**src/rtl/seq_pkg.sv**
```systemverilog
// Shared definitions for the parametrised sequence detector: FSM state
// encoding and active-low 7-segment glyphs, segment order {g,f,e,d,c,b,a}.
package seq_pkg;

  localparam logic ST_FILL = 1'b0;
  localparam logic ST_HUNT = 1'b1;

  typedef enum logic {
    StFill = ST_FILL,
    StHunt = ST_HUNT
  } state_e;

  localparam logic [6:0] SEG_0 = 7'b1000000;
  localparam logic [6:0] SEG_1 = 7'b1111001;
  localparam logic [6:0] SEG_2 = 7'b0100100;
  localparam logic [6:0] SEG_3 = 7'b0110000;
  localparam logic [6:0] SEG_4 = 7'b0011001;
  localparam logic [6:0] SEG_5 = 7'b0010010;
  localparam logic [6:0] SEG_6 = 7'b0000010;
  localparam logic [6:0] SEG_7 = 7'b1111000;
  localparam logic [6:0] SEG_8 = 7'b0000000;
  localparam logic [6:0] SEG_9 = 7'b0010000;
  localparam logic [6:0] SEG_A = 7'b0001000;
  localparam logic [6:0] SEG_B = 7'b0000011;
  localparam logic [6:0] SEG_C = 7'b1000110;
  localparam logic [6:0] SEG_D = 7'b0100001;
  localparam logic [6:0] SEG_E = 7'b0000110;
  localparam logic [6:0] SEG_F = 7'b0001110;

endpackage

```
**src/rtl/hex7seg.sv**
```systemverilog
// Hex nibble to active-low 7-segment decoder, segment order {g..a}.
module hex7seg
  import seq_pkg::*;
(
  input  logic [3:0] nibble_i,
  output logic [6:0] seg_o
);

  // Pure lookup, one glyph per nibble value.
  always_comb begin
    seg_o = SEG_0;
    unique case (nibble_i)
      4'h0: seg_o = SEG_0;
      4'h1: seg_o = SEG_1;
      4'h2: seg_o = SEG_2;
      4'h3: seg_o = SEG_3;
      4'h4: seg_o = SEG_4;
      4'h5: seg_o = SEG_5;
      4'h6: seg_o = SEG_6;
      4'h7: seg_o = SEG_7;
      4'h8: seg_o = SEG_8;
      4'h9: seg_o = SEG_9;
      4'hA: seg_o = SEG_A;
      4'hB: seg_o = SEG_B;
      4'hC: seg_o = SEG_C;
      4'hD: seg_o = SEG_D;
      4'hE: seg_o = SEG_E;
      4'hF: seg_o = SEG_F;
    endcase
  end

endmodule

```
**src/rtl/seq_detector_param.sv**
```systemverilog
// Parametrised serial sequence detector with run-time pattern load,
// selectable overlap, saturating match counter and a two-digit hex display
// of the low count byte.
module seq_detector_param
  import seq_pkg::*;
#(
  parameter int unsigned          SEQ_W   = 4,
  parameter int unsigned          CNT_W   = 8,
  parameter logic [SEQ_W-1:0]     DEF_PAT = 4'b1011
) (
  input  logic             CLOCK_50,
  input  logic             RST,
  input  logic             i_bit_valid,
  input  logic             i_bit,
  input  logic             i_load_pattern,
  input  logic [SEQ_W-1:0] i_pattern,
  input  logic             i_overlap,
  output logic             o_match,
  output logic [CNT_W-1:0] o_match_count,
  output logic             o_busy,
  output logic [6:0]       o_hex0,
  output logic [6:0]       o_hex1
);

  localparam int unsigned       FILL_W    = $clog2(SEQ_W + 1);
  localparam logic [FILL_W-1:0] FILL_MAX  = FILL_W'(SEQ_W);
  localparam logic [FILL_W-1:0] FILL_LAST = FILL_W'(SEQ_W - 1);

  state_e             state_q, state_d;
  logic [SEQ_W-1:0]   pat_q, pat_d;
  logic [SEQ_W-1:0]   hist_q, hist_d;
  logic [FILL_W-1:0]  fill_q, fill_d;
  logic [CNT_W-1:0]   cnt_q, cnt_d;
  logic               match_q, match_d;

  logic [SEQ_W-1:0]   window;
  logic               window_full;
  logic               hit;

  // The incoming bit completes the window, so comparison happens on the
  // same edge that shifts it in.
  assign window      = {hist_q[SEQ_W-2:0], i_bit};
  assign window_full = (fill_q >= FILL_LAST);
  assign hit         = i_bit_valid && window_full && (window == pat_q);

  // Next-state: pattern load beats a simultaneous bit; idle cycles hold state.
  always_comb begin
    state_d = state_q;
    pat_d   = pat_q;
    hist_d  = hist_q;
    fill_d  = fill_q;
    cnt_d   = cnt_q;
    match_d = 1'b0;

    if (i_load_pattern) begin
      pat_d   = i_pattern;
      hist_d  = '0;
      fill_d  = '0;
      state_d = StFill;
      cnt_d   = '0;
    end else if (i_bit_valid) begin
      hist_d = window;
      if (fill_q != FILL_MAX) begin
        fill_d = fill_q + 1'b1;
      end

      unique case (state_q)
        StFill: if (fill_q == FILL_LAST) state_d = StHunt;
        StHunt: state_d = StHunt;
        default: state_d = StFill;
      endcase

      if (hit) begin
        match_d = 1'b1;
        if (cnt_q != '1) begin
          cnt_d = cnt_q + 1'b1;
        end
        // Non-overlap mode demands a fresh full window for the next match.
        if (!i_overlap) begin
          fill_d  = '0;
          state_d = StFill;
        end
      end
    end
  end

  // State register with synchronous reset.
  always_ff @(posedge CLOCK_50) begin
    if (RST) begin
      state_q <= StFill;
      pat_q   <= DEF_PAT;
      hist_q  <= '0;
      fill_q  <= '0;
      cnt_q   <= '0;
      match_q <= 1'b0;
    end else begin
      state_q <= state_d;
      pat_q   <= pat_d;
      hist_q  <= hist_d;
      fill_q  <= fill_d;
      cnt_q   <= cnt_d;
      match_q <= match_d;
    end
  end

  assign o_match       = match_q;
  assign o_match_count = cnt_q;
  assign o_busy        = (state_q == StHunt);

  hex7seg u_hex0 (
    .nibble_i (cnt_q[3:0]),
    .seg_o    (o_hex0)
  );

  hex7seg u_hex1 (
    .nibble_i (cnt_q[7:4]),
    .seg_o    (o_hex1)
  );

endmodule

```
**config.mk**
```make
export PLATFORM = sky130hd
export DESIGN_NAME = seq_detector_param
export DESIGN_NICKNAME = d
export VERILOG_FILES = /design/src/rtl/seq_pkg.sv /design/src/rtl/hex7seg.sv /design/src/rtl/seq_detector_param.sv
export SDC_FILE = /design/constraint.sdc
export NUM_CORES = 1
export LEC_CHECK = 0
export BUFFER_PORTS_ARGS = -buffer_cell sky130_fd_sc_hd__buf_2
export CAP_MARGIN = 20
export CORE_UTILIZATION = 25
export DETAILED_ROUTE_END_ITERATION = 10
export GPL_TIMING_DRIVEN = 0
export PLACE_DENSITY = 0.5
export SKIP_CTS_REPAIR_TIMING = 1
export SLEW_MARGIN = 10
export SYNTH_ARGS = -nofsm -noshare
export SYNTH_HDL_FRONTEND = slang
export SYNTH_SLANG_ARGS = --single-unit
```
**constraint.sdc**
```tcl
create_clock -name CLOCK_50 -period 5.56 [get_ports CLOCK_50]
set_clock_uncertainty 0.1 [all_clocks]
set_input_delay 1.39 -clock CLOCK_50 [delete_from_list [all_inputs] [get_ports CLOCK_50]]
set_output_delay 1.39 -clock CLOCK_50 [all_outputs]
set_load 0.01 [all_outputs]
```
After elaboration in Yosys (flattened, before gate mapping)

Memories as Yosys holds them, arrays and structs flattened. A register that Yosys moved wholly into a read port is not among the register bits.
Index checks and enable logic that the tools add are counted.

Add/subtract/negate cells: 2
Multiply operators: 0
Div/mod/pow operators: 0
Order comparisons: 1
Equality and inequality tests: 4
Shift-type cells: 0
Muxes and demuxes: 12
Bitwise operators: 2
Reductions and logical operators: 5

Operators with widths:

| cell                                                | number |
|---|---|
| 2-to-1 mux 4 bit                                    | 4 |
| 2-to-1 mux 3 bit                                    | 3 |
| adder 8 x 1 -> 8 bit, second input constant         | 1 |
| inequality test 8 bit, second input constant        | 1 |
| equality test 4 bit                                 | 1 |
| 2-to-1 mux 1 bit                                    | 4 |
| adder 3 x 1 -> 3 bit, second input constant         | 1 |
| equality test 3 x 2 -> 1 bit, second input constant | 1 |
| >= comparator 3 x 2 -> 1 bit, second input constant | 1 |
| inequality test 3 bit, second input constant        | 1 |
| AND reduction 3 bit                                 | 1 |
| OR reduction 3 bit                                  | 1 |
| logical AND 1 bit                                   | 2 |
| NOT 1 bit                                           | 2 |
| case mux 1 bit (2 select lines)                     | 1 |
| OR reduction 2 bit                                  | 1 |

Bits in registers: 20
Latch bits: 0
Memory bits (writable): 0
Bits in read-only memories: 224
Bits of input ports: 10
Output and inout port bits: 24
Logic and storage cells: 34
Memories: 2

Memories:

| name             | depth | bits a word | read ports | clocked after memory_dff | wr ports | RTL line      | text |
|---|---|---|---|---|---|---|---|
| (name not given) | 16    | 7           | 1          | 1                        | 0        | hex7seg.sv:12 | `unique case (nibble_i)` |
| (name not given) | 16    | 7           | 1          | 1                        | 0        | hex7seg.sv:12 |  |

Depth between registers and ports, before layout

Gate-level depths: netlist of the first run.

Depth in word-level cells: 6
Depth in mapped cells: 12
Depth with buffers taken out: 12

Modules after synthesis

Synthesis of the first run repeated with hierarchy kept, for this count alone.

Cells, all modules: 174
Area total of the unflattened synthesis: 1532.7 µm²

By module, submodules not included:

| module             | instances | cells each | area an instance (µm²) |
|---|---|---|---|
| seq_detector_param | 1         | 107        | 1009.7 |
| hex7seg (u_hex0)   | 1         | 32         | 275.3 |
| hex7seg (u_hex1)   | 1         | 35         | 247.7 |

Worst setup path after synthesis of the first run

OpenSTA, ideal clock, no wires.

Path type: input to register
Start point: input port i_bit
End point: register u_hex0.seg_o[0] (netlist name)
Library setup time: 0.119 ns
Arrival: 3.178 ns
Data required time: 5.341 ns
Setup slack: 2.163 ns
Cell stages on the path: 9
Buffers on the path: 0
Cells stage by stage: xnor2_2 > nand4_4 > nor3_4 > xnor2_1 > nand2b_1 > inv_1 > ha_1 > or3_1 > o221a_2

Word-level cells in the longest chain between the ends: 5

Ends and longest elaborated chain:

| item                                            | RTL line                 | text |
|---|---|---|
| start, declared                                 | seq_detector_param.sv:14 | `input logic i_bit,` |
| equality test 4 bit                             | seq_detector_param.sv:44 | `assign hit = i_bit_valid && window_full && (window == pat_q);` |
| logical AND 1 bit                               | seq_detector_param.sv:44 |  |
| AND reduction 3 bit (no source line)            | n/a                      |  |
| 2-to-1 mux 4 bit (no source line) (2 in series) | n/a                      |  |

No other way between the ends.
A chain may end at the register's enable or synchronous reset.

Final worst setup path of the first run

Start point: input port i_bit
End point: register u_hex0.seg_o[3] (netlist name)

Word-level cells in the longest chain between the ends: 5

Ends and longest elaborated chain:

| item                                            | RTL line |
|---|---|
| equality test 4 bit                             | seq_detector_param.sv:44 |
| logical AND 1 bit                               | seq_detector_param.sv:44 |
| AND reduction 3 bit (no source line)            | n/a |
| 2-to-1 mux 4 bit (no source line) (2 in series) | n/a |

No other way between the ends.

==> metrics.txt, run 1 <==
# TYPE chip_impl_metric gauge
chip_impl_metric{name="max_freq",unit="MHz"} 280
chip_impl_metric{name="slew_at_the_pin_with_the_worst_max_slew_slack",unit="ps"} 767
chip_impl_metric{name="power_per_cell_area",unit="nW/um^2"} 211
chip_impl_metric{name="die_w",unit="um"} 87.4
chip_impl_metric{name="critPathRequiredTime",unit="ps"} 5630
chip_impl_metric{name="h-tree-depth",unit=""} 2
chip_impl_metric{name="peakVddDrop",unit="uV"} 63.0
chip_impl_metric{name="timing.critical_path.fanout_max",unit=""} 6
chip_impl_metric{name="final.setup.tns",unit="ps"} 0
chip_impl_metric{name="async_reset_ff_share",unit="%"} 0
chip_impl_metric{name="internal_power",unit="uW"} 357
chip_impl_info{name="worst_hold_path_type",value="reg -> reg"} 1
chip_impl_info{name="cp-start-kind",value="primary input"} 1
chip_impl_info{name="root_buffer",value="clkbuf_8"} 1
chip_impl_metric{name="wl",unit="um"} 3780
chip_impl_metric{name="power.share.sequential",unit="%"} 53.6
chip_impl_metric{name="hpwl",unit="um"} 2770
chip_impl_info{name="rsz0062_at_grt",value="no"} 1
chip_impl_metric{name="syn_nets",unit=""} 208
chip_impl_info{name="holdCritStartpoint",value="o_busy$_SDFFE_PP0P_"} 1
chip_impl_metric{name="drt_pass1_iterations",unit=""} 4
chip_impl_metric{name="cts_inserted_buffers",unit=""} 5
chip_impl_metric{name="route.detailed.drc",unit=""} 0
chip_impl_metric{name="antenna_left",unit=""} 0
chip_impl_metric{name="first_global_vias",unit=""} 1291
chip_impl_info{name="synth_most_common_cell",value="dfxtp_1"} 1
chip_impl_metric{name="die_area",unit="um^2"} 7640
chip_impl_metric{name="swShare",unit="%"} 23.0
chip_impl_metric{name="routed_via_density",unit=""} 4.34
chip_impl_metric{name="combinationalPowerShare",unit="%"} 5.2
chip_impl_metric{name="detailedRoute.firstIterationViolations",unit=""} 27
chip_impl_metric{name="postSynthCellCount",unit=""} 182
chip_impl_metric{name="place_area",unit="um^2"} 2100
chip_impl_metric{name="synth.ff_latch_count",unit=""} 34
chip_impl_info{name="r2r_start",value="o_match_count[0]$_SDFFE_PP0P_"} 1
chip_impl_metric{name="slew_headroom",unit="%"} 48.2
chip_impl_metric{name="ys_warn_count",unit=""} 0
chip_impl_metric{name="synth_xor_area_share",unit="%"} 5.56
chip_impl_info{name="r2r_end",value="u_hex0.seg_o[3]$_DFF_P_"} 1
chip_impl_metric{name="flow.area_growth_from_synthesis",unit="%"} 20.6
chip_impl_metric{name="synth.avg_cell_area",unit="um^2"} 10.0
chip_impl_metric{name="clock_power_share",unit="%"} 41.2
chip_impl_metric{name="synth.cell_area",unit="um^2"} 1820
chip_impl_info{name="main_combinational_cell_family_by_area_after_synthesis",value="simple AND/OR/NAND/NOR gates"} 1
chip_impl_metric{name="synth-simple-area-share",unit="%"} 20.0
chip_impl_metric{name="floorplan.initialDensity",unit="%"} 26.4
chip_impl_metric{name="clk_pin_slew",unit="ps"} 70
chip_impl_metric{name="grt_first_pass_wirelength",unit="um"} 6200
chip_impl_metric{name="static-leakage-power",unit="nW"} 0.969
chip_impl_metric{name="design.final.nets",unit=""} 247
chip_impl_metric{name="io_pins",unit=""} 34
chip_impl_metric{name="layout.cells.non_filler",unit=""} 318
chip_impl_metric{name="hold_critical_path_depth",unit=""} 2
chip_impl_metric{name="dp_slack",unit="ps"} 1640
chip_impl_metric{name="timing.reg2reg.setup_slack",unit="ps"} 2600
chip_impl_metric{name="share_of_the_yosys_chip_area_belonging_to_registers",unit="%"} 37.3
chip_impl_metric{name="report.power.total",unit="uW"} 464
chip_impl_metric{name="core",unit="um^2"} 6910
chip_impl_metric{name="yosys.area.top_type_share",unit="%"} 37.3
chip_impl_metric{name="drive_gt1_share",unit="%"} 27.9
chip_impl_metric{name="non_filler_cell_area_final",unit="um^2"} 2200
chip_impl_metric{name="synth-compound-area-share",unit="%"} 12.6
chip_impl_info{name="synth_flop_cell",value="dfxtp_1"} 1
chip_impl_metric{name="final_min_period_over_clock_period",unit="%"} 64.3
chip_impl_info{name="slowest_cell_on_the_critical_path",value="nor3_4"} 1
chip_impl_metric{name="fillers",unit=""} 746
chip_impl_info{name="min_to",value="o_busy$_SDFFE_PP0P_"} 1
chip_impl_metric{name="grt.overflow.total",unit=""} 0
chip_impl_metric{name="post_synth_fa_ha_maj_area_fraction",unit="%"} 11.0
chip_impl_info{name="run_status",value="complete, no violations"} 1
chip_impl_metric{name="cts_max_path_buffers",unit=""} 2
chip_impl_metric{name="timing.final.setup_violations",unit=""} 0
chip_impl_metric{name="grt_util_all_layers",unit="%"} 10.6
chip_impl_metric{name="initial_antenna_violation_count",unit=""} 0
chip_impl_metric{name="route.vias.total",unit=""} 1380
chip_impl_metric{name="synth.area.mux_share",unit="%"} 9.53
chip_impl_info{name="post_synth_most_frequent_cells",value="dfxtp_1 (34), ha_1 (16), nor2_1 (16), mux2i_1 (14), nand2_1 (13)"} 1
chip_impl_metric{name="antenna_cells_inserted",unit=""} 0
chip_impl_metric{name="numClockSinks",unit=""} 34
chip_impl_metric{name="grt_max_degree",unit=""} 12
chip_impl_info{name="tritoncts_clock_tree",value="done"} 1
chip_impl_info{name="timing_worst_setup_path_type",value="in -> reg"} 1
chip_impl_metric{name="routed_wire_length_per_instance",unit="um"} 11.9
chip_impl_metric{name="clkLatencyLatePin",unit="ps"} 290
chip_impl_metric{name="fin_crit",unit="ps"} 3580
chip_impl_metric{name="place_inst",unit=""} 310
chip_impl_metric{name="synth_edf_count",unit=""} 0
chip_impl_metric{name="timing.final.max_slew_violations",unit=""} 0
chip_impl_metric{name="post-route-worst-setup-slack",unit="ps"} 1980
chip_impl_info{name="path_cells",value="buf_2, xnor2_2, nand4_4, nor3_4, mux2i_1, nor2_1, inv_1, ha_1, nor2b_1, a211oi_1, a31oi_1"} 1
chip_impl_metric{name="rows",unit=""} 30
chip_impl_metric{name="netSwitchingPower",unit="uW"} 107
chip_impl_metric{name="port_buffers",unit=""} 32
chip_impl_metric{name="crit_arrival",unit="ps"} 3640
chip_impl_metric{name="rr_worst_depth",unit=""} 11
chip_impl_metric{name="critical_path.max_stage_delay",unit="ps"} 360
chip_impl_info{name="crit_path_end_kind",value="flop"} 1
chip_impl_metric{name="gp_routability_congestion",unit=""} 0.764
chip_impl_metric{name="maxCapViolations",unit=""} 0
chip_impl_metric{name="die-height",unit="um"} 87.4
chip_impl_metric{name="synthDistinctLibCells",unit=""} 50
chip_impl_info{name="synth.area.top_cells",value="dfxtp_1 (37%), ha_1 (11%), mux2i_1 (7.7%)"} 1
chip_impl_metric{name="timing.final.hold_violations",unit=""} 0
chip_impl_info{name="synth_area_leader_cell",value="dfxtp_1"} 1
[critical path: cells and delay by family]
family	cells	cell delay, ps
muxes	1	170
buffers and inverters	2	270
and+or+nand+nor	4	1050
AOI/OAI and AO/OA	2	290
xor gates and xnor gates	1	190
adders and majority gates	1	280
[cells by family (layout without fill, tap and decap cells)]
group | after synthesis | in the layout
and+or+nand+nor | 60 | 60
DFF | 34 | 34
AOI/OAI and AO/OA | 30 | 30
buffers and inverters | 17 | 57
adders and majority gates | 16 | 16
muxes | 16 | 16
xor gates and xnor gates | 9 | 9
[metal layers]
layer	share of wire (%)	GRT usage [%]	wire [um]	vias up
li1	-	-	-	726
met1	48	13.1	1820	625
met2	46	17.0	1750	22
met3	4.1	3.03	154	7
met4	1.5	4.47	58	0
met5	0	0	0	-
[sequential cells by signal, summed over array words and instances (netlist names)]
register and cells:
o_match_count 8, fill_q 3, o_match 1, u_hex1.seg_o 7
pat_q 4, u_hex0.seg_o 7, o_busy 1, hist_q 3
[stage by stage]
| stage | hold WS [ps] | util, % |
|---|---|---|
| floorplan | 403 | - |
| global placement | 354 | 30.5 |
| detailed placement | 359 | 30.5 |
| CTS | 380 | 31.8 |
| global route | 409 | 31.8 |
| finish | 376 | 31.8 |
[worst max-delay path by stage]
stage                   startpoint                       to  slack [ps]  depth (start not counted)
CTS                 i_load_pattern  u_hex1.seg_o[0]$_DFF_P_        1930                         10
floorplan                    i_bit  u_hex0.seg_o[0]$_DFF_P_        2160                          9
finish                       i_bit  u_hex0.seg_o[3]$_DFF_P_        1980                         11
detailed placement  i_load_pattern  u_hex1.seg_o[0]$_DFF_P_        1640                         10
global placement    i_load_pattern  u_hex1.seg_o[0]$_DFF_P_        1660                         10
global route        i_load_pattern  u_hex1.seg_o[0]$_DFF_P_        1770                         10
[cell usage in the layout, fill, tap and decap left out, drive strengths merged, types with 5 or more instances in the layout]
| cell | n |
|---|---|
| dfxtp | 34 |
| buf | 34 |
| nor2 | 16 |
| ha | 16 |
| mux2i | 15 |
| nand2 | 14 |
| inv | 12 |
| xnor2 | 9 |
| clkbuf | 8 |
| nor2b | 5 |
[power by group through the flow]
stage | Combinational (mW) | Sequential [mW] | Clock [mW]
CTS | 0.0246 | 0.249 | 0.200
floorplan | 0.0174 | 0.254 | 0
finish | 0.0240 | 0.249 | 0.191
detailed placement | 0.0245 | 0.254 | 0
global route | 0.0266 | 0.249 | 0.209
global placement | 0.0243 | 0.254 | 0
[layout make-up]
type	count	area, um^2	share of cell area (%)
Multi-Input combinational cell	131	1070	48.6
Sequential cell	34	681	30.9
Timing Repair Buffer	32	160	7.28
Tap cell	96	120	5.46
Clock buffer	6	82.6	3.75
Inverter	13	53.8	2.45
Buffer	4	20.0	0.910
Clock inverter	2	12.5	0.569
(Power assumes the default switching activity.)
==> run 2: changes to the inputs <==
--- a/config.mk
+++ b/config.mk
@@ -10,7 +10,7 @@
 export CORE_UTILIZATION = 25
 export DETAILED_ROUTE_END_ITERATION = 10
 export GPL_TIMING_DRIVEN = 0
-export PLACE_DENSITY = 0.5
+export PLACE_DENSITY = 0.52
 export SKIP_CTS_REPAIR_TIMING = 1
 export SLEW_MARGIN = 10
 export SYNTH_ARGS = -nofsm -noshare
==> constraint.sdc (replaced) <==
create_clock -name CLOCK_50 -period 3.05 [get_ports CLOCK_50]
set_clock_uncertainty 0.1 [all_clocks]
set_input_delay 0.7625 -clock CLOCK_50 [delete_from_list [all_inputs] [get_ports CLOCK_50]]
set_output_delay 0.7625 -clock CLOCK_50 [all_outputs]
set_load 0.01 [all_outputs]
==> run 2 against run 1 <==
Net effect:
- setup slack got worse by 1700 ps
- cell count fell by 0.31%
- via count decreased by 0.80%
==> metrics.txt, run 2 (synthesis results as in run 1) <==
# TYPE chip_impl_metric gauge
chip_impl_metric{name="first_global_vias",unit=""} 1251
chip_impl_metric{name="h-tree-depth",unit=""} 2
chip_impl_info{name="run_status",value="complete, no violations"} 1
chip_impl_metric{name="place_inst",unit=""} 310
chip_impl_metric{name="detailedRoute.firstIterationViolations",unit=""} 38
chip_impl_info{name="crit_top_cell",value="ha_1"} 1
chip_impl_info{name="most_frequent_cells_in_the_layout",value="dfxtp_1 (34), buf_2 (33), ha_1 (16)"} 1
chip_impl_metric{name="die_area",unit="um^2"} 7640
chip_impl_metric{name="rows",unit=""} 30
chip_impl_metric{name="hpwl",unit="um"} 2730
chip_impl_metric{name="drive_gt1_share",unit="%"} 29.4
chip_impl_info{name="final_common_cell",value="dfxtp_1"} 1
chip_impl_metric{name="antenna_cells_inserted",unit=""} 0
chip_impl_metric{name="slew_headroom",unit="%"} 49.3
chip_impl_metric{name="power_per_cell_area",unit="nW/um^2"} 379
chip_impl_info{name="crit_path_end_kind",value="flop"} 1
chip_impl_metric{name="final.hold.worst_slack",unit="ps"} 393
chip_impl_metric{name="die_w",unit="um"} 87.4
chip_impl_metric{name="antenna_left",unit=""} 0
chip_impl_metric{name="cts_max_path_buffers",unit=""} 2
chip_impl_metric{name="maxCapViolations",unit=""} 0
chip_impl_info{name="root_buffer",value="clkbuf_8"} 1
chip_impl_metric{name="timing.final.max_slew_violations",unit=""} 0
chip_impl_info{name="rsz0062_at_grt",value="no"} 1
chip_impl_info{name="timing_worst_setup_path_type",value="reg -> reg"} 1
chip_impl_metric{name="route.detailed.drc",unit=""} 0
chip_impl_metric{name="timing.final.hold_violations",unit=""} 0
chip_impl_metric{name="flow.area_growth_from_synthesis",unit="%"} 20.9
chip_impl_metric{name="fillers",unit=""} 757
chip_impl_metric{name="clkLatencyLatePin",unit="ps"} 280
chip_impl_metric{name="wl",unit="um"} 3720
chip_impl_metric{name="io_pins",unit=""} 34
chip_impl_metric{name="port_buffers",unit=""} 32
chip_impl_metric{name="slew_at_the_pin_with_the_worst_max_slew_slack",unit="ps"} 751
chip_impl_metric{name="route.vias.total",unit=""} 1369
chip_impl_metric{name="grt_util_all_layers",unit="%"} 10.4
chip_impl_metric{name="grt_max_degree",unit=""} 11
chip_impl_metric{name="max_freq",unit="MHz"} 356
chip_impl_metric{name="drt_pass1_iterations",unit=""} 4
chip_impl_metric{name="cts_inserted_buffers",unit=""} 5
chip_impl_info{name="path_cells",value="ha_1, ha_1, a211o_1, nand2_1, nor3_4, a31oi_1, a41o_2, ha_1, or3_1, mux2i_1, a32oi_1"} 1
chip_impl_metric{name="numClockSinks",unit=""} 34
chip_impl_info{name="tritoncts_clock_tree",value="done"} 1
chip_impl_metric{name="gp_routability_congestion",unit=""} 0.754
chip_impl_metric{name="worstPathBufferInverterCount",unit=""} 0
chip_impl_metric{name="final.setup.tns",unit="ps"} 0
chip_impl_metric{name="grt_first_pass_wirelength",unit="um"} 6060
chip_impl_info{name="cp-start-kind",value="flop"} 1
chip_impl_metric{name="multi_input_combinational_cell_area",unit="um^2"} 1080
chip_impl_metric{name="initial_antenna_violation_count",unit=""} 0
chip_impl_metric{name="fin_crit",unit="ps"} 2810
chip_impl_metric{name="static-leakage-power",unit="nW"} 0.973
chip_impl_metric{name="layout.area.seq",unit="um^2"} 681
chip_impl_metric{name="clk_pin_slew",unit="ps"} 70
chip_impl_info{name="cp_top_family",value="simple AND/OR/NAND/NOR gates"} 1
chip_impl_metric{name="floorplan.initialDensity",unit="%"} 26.4
chip_impl_metric{name="routed_wire_length_per_instance",unit="um"} 11.7
chip_impl_info{name="worst_hold_path_type",value="reg -> reg"} 1
chip_impl_metric{name="die-height",unit="um"} 87.4
chip_impl_metric{name="critical_path.max_stage_delay",unit="ps"} 380
chip_impl_metric{name="grt.overflow.total",unit=""} 0
chip_impl_metric{name="peakVddDrop",unit="uV"} 125
chip_impl_metric{name="largest_reg_flops",unit=""} 8
chip_impl_metric{name="crit_arrival",unit="ps"} 2850
chip_impl_metric{name="design.final.nets",unit=""} 246
chip_impl_metric{name="core",unit="um^2"} 6910
chip_impl_metric{name="routed_via_density",unit=""} 4.32
chip_impl_metric{name="timing.final.setup_violations",unit=""} 0
chip_impl_metric{name="layout.cells.non_filler",unit=""} 317
chip_impl_metric{name="timing.critical_path.fanout_max",unit=""} 6
chip_impl_info{name="slowest_cell_on_the_critical_path",value="nor3_4"} 1
chip_impl_metric{name="critPathRequiredTime",unit="ps"} 3100
chip_impl_metric{name="final_min_period_over_clock_period",unit="%"} 92.0
chip_impl_metric{name="timing.reg2reg.setup_slack",unit="ps"} 240
## run 2: worst min-delay path: stages, from the launching register on
cell and delay (ps):
dfxtp_1 340, a21oi_1 50, nor2_1 70
## run 2: area by class of cell
cell class	count	area share, %
multi-input combinational	131	49.1
clock buffer	7	3.91
timing repair buffer	32	7.26
inverter	13	2.44
buffer	3	0.737
sequential	34	30.9
tap	96	5.45
clock inverter	1	0.227
## run 2: metal layers
metal / GRT usage, % / routed length (um) / share of wire (%)
met1: 13.0 / 1800 / 48
met2: 16.5 / 1680 / 45
met3: 3.98 / 207 / 5.6
met4: 3.13 / 35 / 0.94
met5: 0 / 0 / 0
## run 2: worst paths after layout
| path | from | to | cells after the start |
|---|---|---|---|
| min reg2reg | o_busy$_SDFFE_PP0P_ | o_busy$_SDFFE_PP0P_ | 2 |
| max reg2reg | fill_q[1]$_SDFFE_PP0P_ | u_hex1.seg_o[0]$_DFF_P_ | 11 |
| min | o_busy$_SDFFE_PP0P_ | o_busy$_SDFFE_PP0P_ | 2 |
| max | fill_q[1]$_SDFFE_PP0P_ | u_hex1.seg_o[0]$_DFF_P_ | 11 |
## run 2: through the flow
step / setup WS (ps) / cell area, um^2 / power (mW) / util, %
after floorplan: 281 / 1820 / 0.494 / -
after global placement: -212 / 2100 / 0.508 / 30.5
after detailed placement: -203 / 2100 / 0.508 / 30.5
after CTS: 72.6 / 2200 / 0.852 / 31.8
after global routing: 6.39 / 2210 / 0.877 / 31.9
final: 243 / 2210 / 0.837 / 31.9
## run 2: where the power goes
group          internal, mW  switching, mW  total [mW]
combinational        0.0204         0.0235      0.0440
sequential            0.449        0.00432       0.453
clock                 0.182          0.158       0.340
total                 0.652          0.185       0.837
